`src/rtl/multi_channel_clock_divider.sv`:
```
// NUM_CH independent toggle dividers with per-channel enable and glitch-free runtime half-period reprogramming.
// Optional build macro CLKDIV_SYNC_EN adds sync_in to re-phase all enabled channels.
module multi_channel_clock_divider #(
  parameter int               NUM_CH       = 2,
  parameter int               CNT_W        = 12,
  parameter logic [CNT_W-1:0] DEFAULT_HALF = 12'h018,
  parameter int               CH_W         = (NUM_CH > 1) ? $clog2(NUM_CH) : 1
) (
  input  logic              clock_in,
  input  logic              reset,
  input  logic [NUM_CH-1:0] enable,
  input  logic              cfg_valid,
  input  logic [CH_W-1:0]   cfg_ch,
  input  logic [CNT_W-1:0]  cfg_half,
  output logic              cfg_ready,
`ifdef CLKDIV_SYNC_EN
  input  logic              sync_in,
`endif
  output logic [NUM_CH-1:0] clock_out,
  output logic [NUM_CH-1:0] tick,
  output logic [NUM_CH-1:0] pending
);

  logic [NUM_CH-1:0] ch_sel;
  logic              cfg_fire;
  logic              sync_req;

`ifdef CLKDIV_SYNC_EN
  assign sync_req = sync_in;
`else
  assign sync_req = 1'b0;
`endif

  // An out-of-range cfg_ch selects no channel, so it is always ready and dropped.
  assign cfg_ready = ~|(ch_sel & pending);
  assign cfg_fire  = cfg_valid & cfg_ready;

  for (genvar gi = 0; gi < NUM_CH; gi++) begin : g_ch
    logic [CNT_W-1:0] counter_reg;
    logic [CNT_W-1:0] half_reg;
    logic [CNT_W-1:0] pending_half_reg;
    logic             clock_reg;
    logic             tick_reg;
    logic             pending_reg;
    logic             take_cfg;

    assign ch_sel[gi] = (cfg_ch == CH_W'(gi));
    assign take_cfg   = cfg_fire & ch_sel[gi];

    always_ff @(posedge clock_in or negedge reset) begin
      if (!reset) begin
        counter_reg      <= '0;
        half_reg         <= DEFAULT_HALF;
        pending_half_reg <= '0;
        clock_reg        <= 1'b0;
        tick_reg         <= 1'b0;
        pending_reg      <= 1'b0;
      end else begin
        tick_reg <= 1'b0;
        if (!enable[gi] || sync_req) begin
          counter_reg <= '0;
          clock_reg   <= 1'b0;
          if (pending_reg) begin
            half_reg    <= pending_half_reg;
            pending_reg <= 1'b0;
          end
        end else if (counter_reg == half_reg) begin
          counter_reg <= '0;
          clock_reg   <= ~clock_reg;
          tick_reg    <= 1'b1;
          // Only the rising edge is a period boundary; the new high phase uses the new value.
          if (!clock_reg && pending_reg) begin
            half_reg    <= pending_half_reg;
            pending_reg <= 1'b0;
          end
        end else begin
          counter_reg <= counter_reg + 1'b1;
        end

        // take_cfg implies pending_reg is clear, so this never collides with an apply above.
        if (take_cfg) begin
          if (enable[gi]) begin
            pending_half_reg <= cfg_half;
            pending_reg      <= 1'b1;
          end else begin
            half_reg <= cfg_half;
          end
        end
      end
    end

    assign clock_out[gi] = clock_reg;
    assign tick[gi]      = tick_reg;
    assign pending[gi]   = pending_reg;
  end

endmodule

```
`config.mk`:
```
export PLATFORM = sky130hd
export DESIGN_NAME = multi_channel_clock_divider
export DESIGN_NICKNAME = d
export VERILOG_FILES = /design/src/rtl/multi_channel_clock_divider.sv
export SDC_FILE = /design/constraint.sdc
export NUM_CORES = 1
export LEC_CHECK = 0
export BUFFER_PORTS_ARGS = -buffer_cell sky130_fd_sc_hd__buf_4
export CORE_UTILIZATION = 60
export CTS_CLUSTER_SIZE = 10
export DETAILED_ROUTE_END_ITERATION = 7
export HOLD_SLACK_MARGIN = 0.1
export PLACE_DENSITY = 0.81
export SLEW_MARGIN = 20
export SYNTH_ARGS = -nofsm -noshare
export SYNTH_HDL_FRONTEND = slang
export SYNTH_SLANG_ARGS = --single-unit
```
`constraint.sdc`:
```
create_clock -name clock_in -period 2.45 [get_ports clock_in]
set_input_delay 0.1225 -clock clock_in [delete_from_list [all_inputs] [get_ports clock_in]]
set_output_delay 0.1225 -clock clock_in [all_outputs]
set_load 0.01 [all_outputs]
```
After elaboration in Yosys (flattened, before gate mapping)

Cells that the tools add are included.
Widths: inputs -> output; s select.

Bits in registers: 78
Input port bits: 18
Output and inout port bits: 7
Logic and storage cells: 67

Add/subtract/negate cells: 2
Eq/ne operators: 4
Mux-type cells: 34
Bitwise logic cells: 7
Reductions and logical operators: 8

Operators with widths:

| cell                  | number |
|---|---|
| $mux 12               | 16 |
| $add 12x1->12 const B | 2 |
| $eq 12x12->1          | 2 |
| $mux 1                | 18 |
| $ne 2x1->1 const B    | 2 |
| $reduce_and 2->1      | 2 |
| $and 1x1->1           | 3 |
| $logic_not 1->1       | 3 |
| $not 1->1             | 3 |
| $and 2x2->2           | 1 |
| $logic_and 1x1->1     | 2 |
| $reduce_or 2->1       | 1 |

Longest topological paths before layout

Word-level depth: 7
Mapped depth: 7
Depth with buffers taken out: 5

Worst setup path before layout

Ideal clock, no wire load.

Path type: register to register
From: register g_ch[0].half_reg[3]
To: register g_ch[0].half_reg[1]
Library setup time: 0.126 ns
Data arrival time: 1.925 ns
Required time: 2.324 ns
Path slack: 0.399 ns
Cell stages (with the launch flop): 7
Buffers on the path: 1
Clock period less this slack: 2.051 ns
Cell sequence: dfstp_2 xnor2_1 nand4_2 nor4_4 buf_8 mux2_4 a221o_1

Word-level cells in the longest chain between the ends: 5

RTL lines:

| what                   | RTL line | RTL |
|---|---|---|
| start, declared        | 40       | `logic [CNT_W-1:0] half_reg;` |
| start signal, assigned | 64       | `half_reg <= pending_half_reg;` |
| start signal, assigned | 73       | `half_reg <= pending_half_reg;` |
| start signal, assigned | 86       | `half_reg <= cfg_half;` |
| $eq 12x12->1 *         | 67       | `end else if (counter_reg == half_reg) begin` |
| $mux 12 *              | 67       |  |
| $mux 12 *              | 60       | `if (!enable[gi] \|\| sync_req) begin` |
| $mux 12                | 82       | `if (enable[gi]) begin` |
| $mux 12 *              | 81       | `if (take_cfg) begin` |

Mark *: on every way between the ends. The rest lies on a longest branch, timed or not.
A chain may end at the register's enable or synchronous reset.

Worst setup path after layout

From: register g_ch[0].half_reg[4]
To: register g_ch[0].half_reg[0]

The elaborated chain is that of the path after synthesis.

==> results_dict.tcl <==
set metrics [dict create \
    finalSetupTns_ns 0 \
    fillCellCount 492 \
    vias 2875 \
    cts_root_buffer "clkbuf_8" \
    dpl.hpwl_um 5700 \
    cts_tree "built" \
    crit_chain "xnor2_1, nand4_1, nor4_4, buf_4, mux2_2, a221o_1" \
    worstSetupPathType "flip-flop to flip-flop" \
    p_leak_nw 2.01 \
    min_period_over_period 0.899 \
    finalPower_mw 3.21 \
    nets 429 \
    syn_area_um2 4210 \
    place_ws_ns 0.260 \
    place_area_um2 4400 \
    num_rows 30 \
    grtUsageMet3 0.0356 \
    synth.top_cell.area_share 0.440 \
    async_flop_share 1.00 \
    final_cell_area_um2 4700 \
    fmax_ghz 0.454 \
    slew_viol_final 0 \
    globalRouteMet1Util 0.334 \
    cts_inserted_buffers 9 \
    worstMarginPinSlew_ns 0.978 \
    ys_ff_latch 78 \
    status "finished clean" \
    synthFlopType "dfrtp_1" \
    hold_path_class "input pin to flip-flop" \
    cpLargestDelayFamily "flip-flops" \
    setup.worst_path.end_class "flip-flop" \
    coreArea_um2 6790 \
    grt.overflow.total 0 \
    final_core_util 0.692 \
    r2r_setup_slack_ns 0.25 \
    avgViaCountPerCell 5.64 \
    worstSkewPairLatency_ns 0.35 \
    synth_largest_area_cell "dfrtp_1" \
    drt_pass1_iterations 4 \
    antenna-diode-count 0 \
    cap_violations 0 \
    drive_gt1_frac 0.215 \
    syn-num-nets 401 \
    die_x_um 85.7 \
    die_height_um 85.7 \
    skew_ns 0.00435 \
    first_iter_violations 133 \
    postSynthAreaPerCell_um2 11.0 \
    die_area_um2 7350 \
    place.gp.congestion 0.860 \
    avgRoutedWirePerCell_um 16.4 \
    start_util 0.619 \
    fin_crit_ns 2.20 \
    worstPathArrival_ns 2.44 \
    cts_sinks 78 \
    cpMaxStageDelayCell "dfstp_2" \
    startpoint_type "flip-flop" \
    worstPathMaxFanout 12 \
    antenna_found_initial 0 \
    grtUsageMet2 0.428 \
    yosys.cell_count.top_type "dfrtp_1" \
    area_growth_pct 11.8 \
    cts_max_path_buffers 2 \
    io_buffers 24 \
    synthTopCellsByCount "74 x dfrtp_1, 63 x nor2_1, 38 x mux2i_1" \
    ant_nets 0 \
    drc_errors 0 \
    yosysWarnings 0 \
    fin_ws_ns 0.247 \
    synth-seq-area-share 0.465 \
    clkSlewWorstSetupHoldPaths_ns 0.07 \
    grt.total_usage 0.254 \
    synthTopCellsByArea "dfrtp_1 44%, mux2i_1 9.0%, mux2_2 7.0%" \
    rsz0062_at_grt "false" \
    top_usage_layer "met2" \
    relSlewSlack 0.348 \
    cts-htree-levels 3 \
    grt_pass1_wl_um 14200 \
    grt_pass1_vias 2915 \
    setup_viol 0 \
    crit_required_ns 2.69 \
    finalWirelength_um 8380 \
    path_buf_inv 1 \
    num_io_pins 25 \
    grt_start_max_net_pins 79 \
    power_density_nw_per_um2 682 \
    yosysUniqueCellTypes 35 \
    vdd_drop_max_v 0.000359 \
    synth_enable_flop_cells 0 \
    final_hold_viol_count 0 \
    crit_path_max_incr_delay_ns 0.55 \
    synth_cells 381 \
]
-- where the power goes --
part	internal, mW	total, mW	leakage, nW	switching (mW)
clock network	0.424	0.862	0.0877	0.438
registers	1.48	1.67	0.973	0.183
logic	0.379	0.679	0.949	0.300
total	2.29	3.21	2.01	0.921
-- kinds of logic after synthesis --
group                      after synthesis  synth area share
and+or+nand+nor                        115             0.143
adders and majority gates                2           0.00595
xor gates and xnor gates                46            0.0957
AOI/OAI and AO/OA                       40            0.0627
muxes                                   73             0.192
DFF                                     78             0.465
buffers and inverters                   27            0.0357
-- layer usage --
metal | wire length (um) | part of all wire | vias to the layer above
met1 | 3830 | 0.46 | 1446
met3 | 231 | 0.028 | 12
met5 | 0 | 0 | -
met2 | 4180 | 0.50 | 45
li1 | - | - | 1372
met4 | 142 | 0.017 | 0
-- final timing paths --
check                                            start                     endpoint  depth (start not counted)
setup / recovery                   g_ch[0].half_reg[4]          g_ch[0].half_reg[0]                          6
hold / removal                               enable[0]          g_ch[0].pending_reg                          3
setup reg to reg                   g_ch[0].half_reg[4]          g_ch[0].half_reg[0]                          6
hold reg to reg            g_ch[0].pending_half_reg[8]  g_ch[0].pending_half_reg[8]                          1
max in group asynchronous                        reset          g_ch[1].half_reg[2]                          2
min in group asynchronous                        reset          g_ch[0].half_reg[1]                          2
-- worst min-delay path, stage by stage --
cell	delay, ns
buf_4	0.19
o21ai_0	0.10
nor2_1	0.05
-- repair_timing --
item	CTS	global route
hold buffers	13	0
buffers inserted	0	0
hold endpoints to repair	110	0
resized for setup	0	0
-- cells in the final DEF (no fill, tap or decap), types with 2 or more instances in the layout --
| master | instances |
|---|---|
| and3_1 | 6 |
| xor2_1 | 16 |
| dfrtp_1 | 74 |
| clkbuf_8 | 11 |
| mux2i_1 | 38 |
| nor2b_1 | 3 |
| nand4_2 | 2 |
| dfstp_2 | 4 |
| nand3_1 | 6 |
| buf_4 | 29 |
| mux2_4 | 9 |
| nand2_1 | 10 |
| or2_2 | 2 |
| nand4_1 | 5 |
| a221o_1 | 12 |
| xnor2_1 | 30 |
| inv_1 | 2 |
| o21ai_0 | 2 |
| and2_1 | 4 |
| ha_1 | 2 |
| nand2b_1 | 4 |
| nor4_4 | 2 |
| mux2_2 | 26 |
| clkbuf_1 | 4 |
| and4_1 | 4 |
| nor2_1 | 63 |
| dlygate4sd3_1 | 13 |
| a21oi_1 | 25 |
-- final cells by class --
type / instances / area, um^2 / area share
multi-input cells: 276 / 2100 / 0.447
flip-flops and latches: 78 / 1960 / 0.416
repair buffers: 42 / 348 / 0.0739
clock buffers: 15 / 166 / 0.0354
well taps: 96 / 120 / 0.0255
inverters: 2 / 7.51 / 0.00160
clock inverters: 1 / 5.00 / 0.00106
-- stage by stage --
stage,instances,hold WS (ns)
floorplan,381,-0.173
global placement,481,0.338
detailed placement,481,0.340
CTS,510,0.125
global route,510,0.155
finish,510,0.139
No activity file was read; power rests on OpenSTA's default activity.
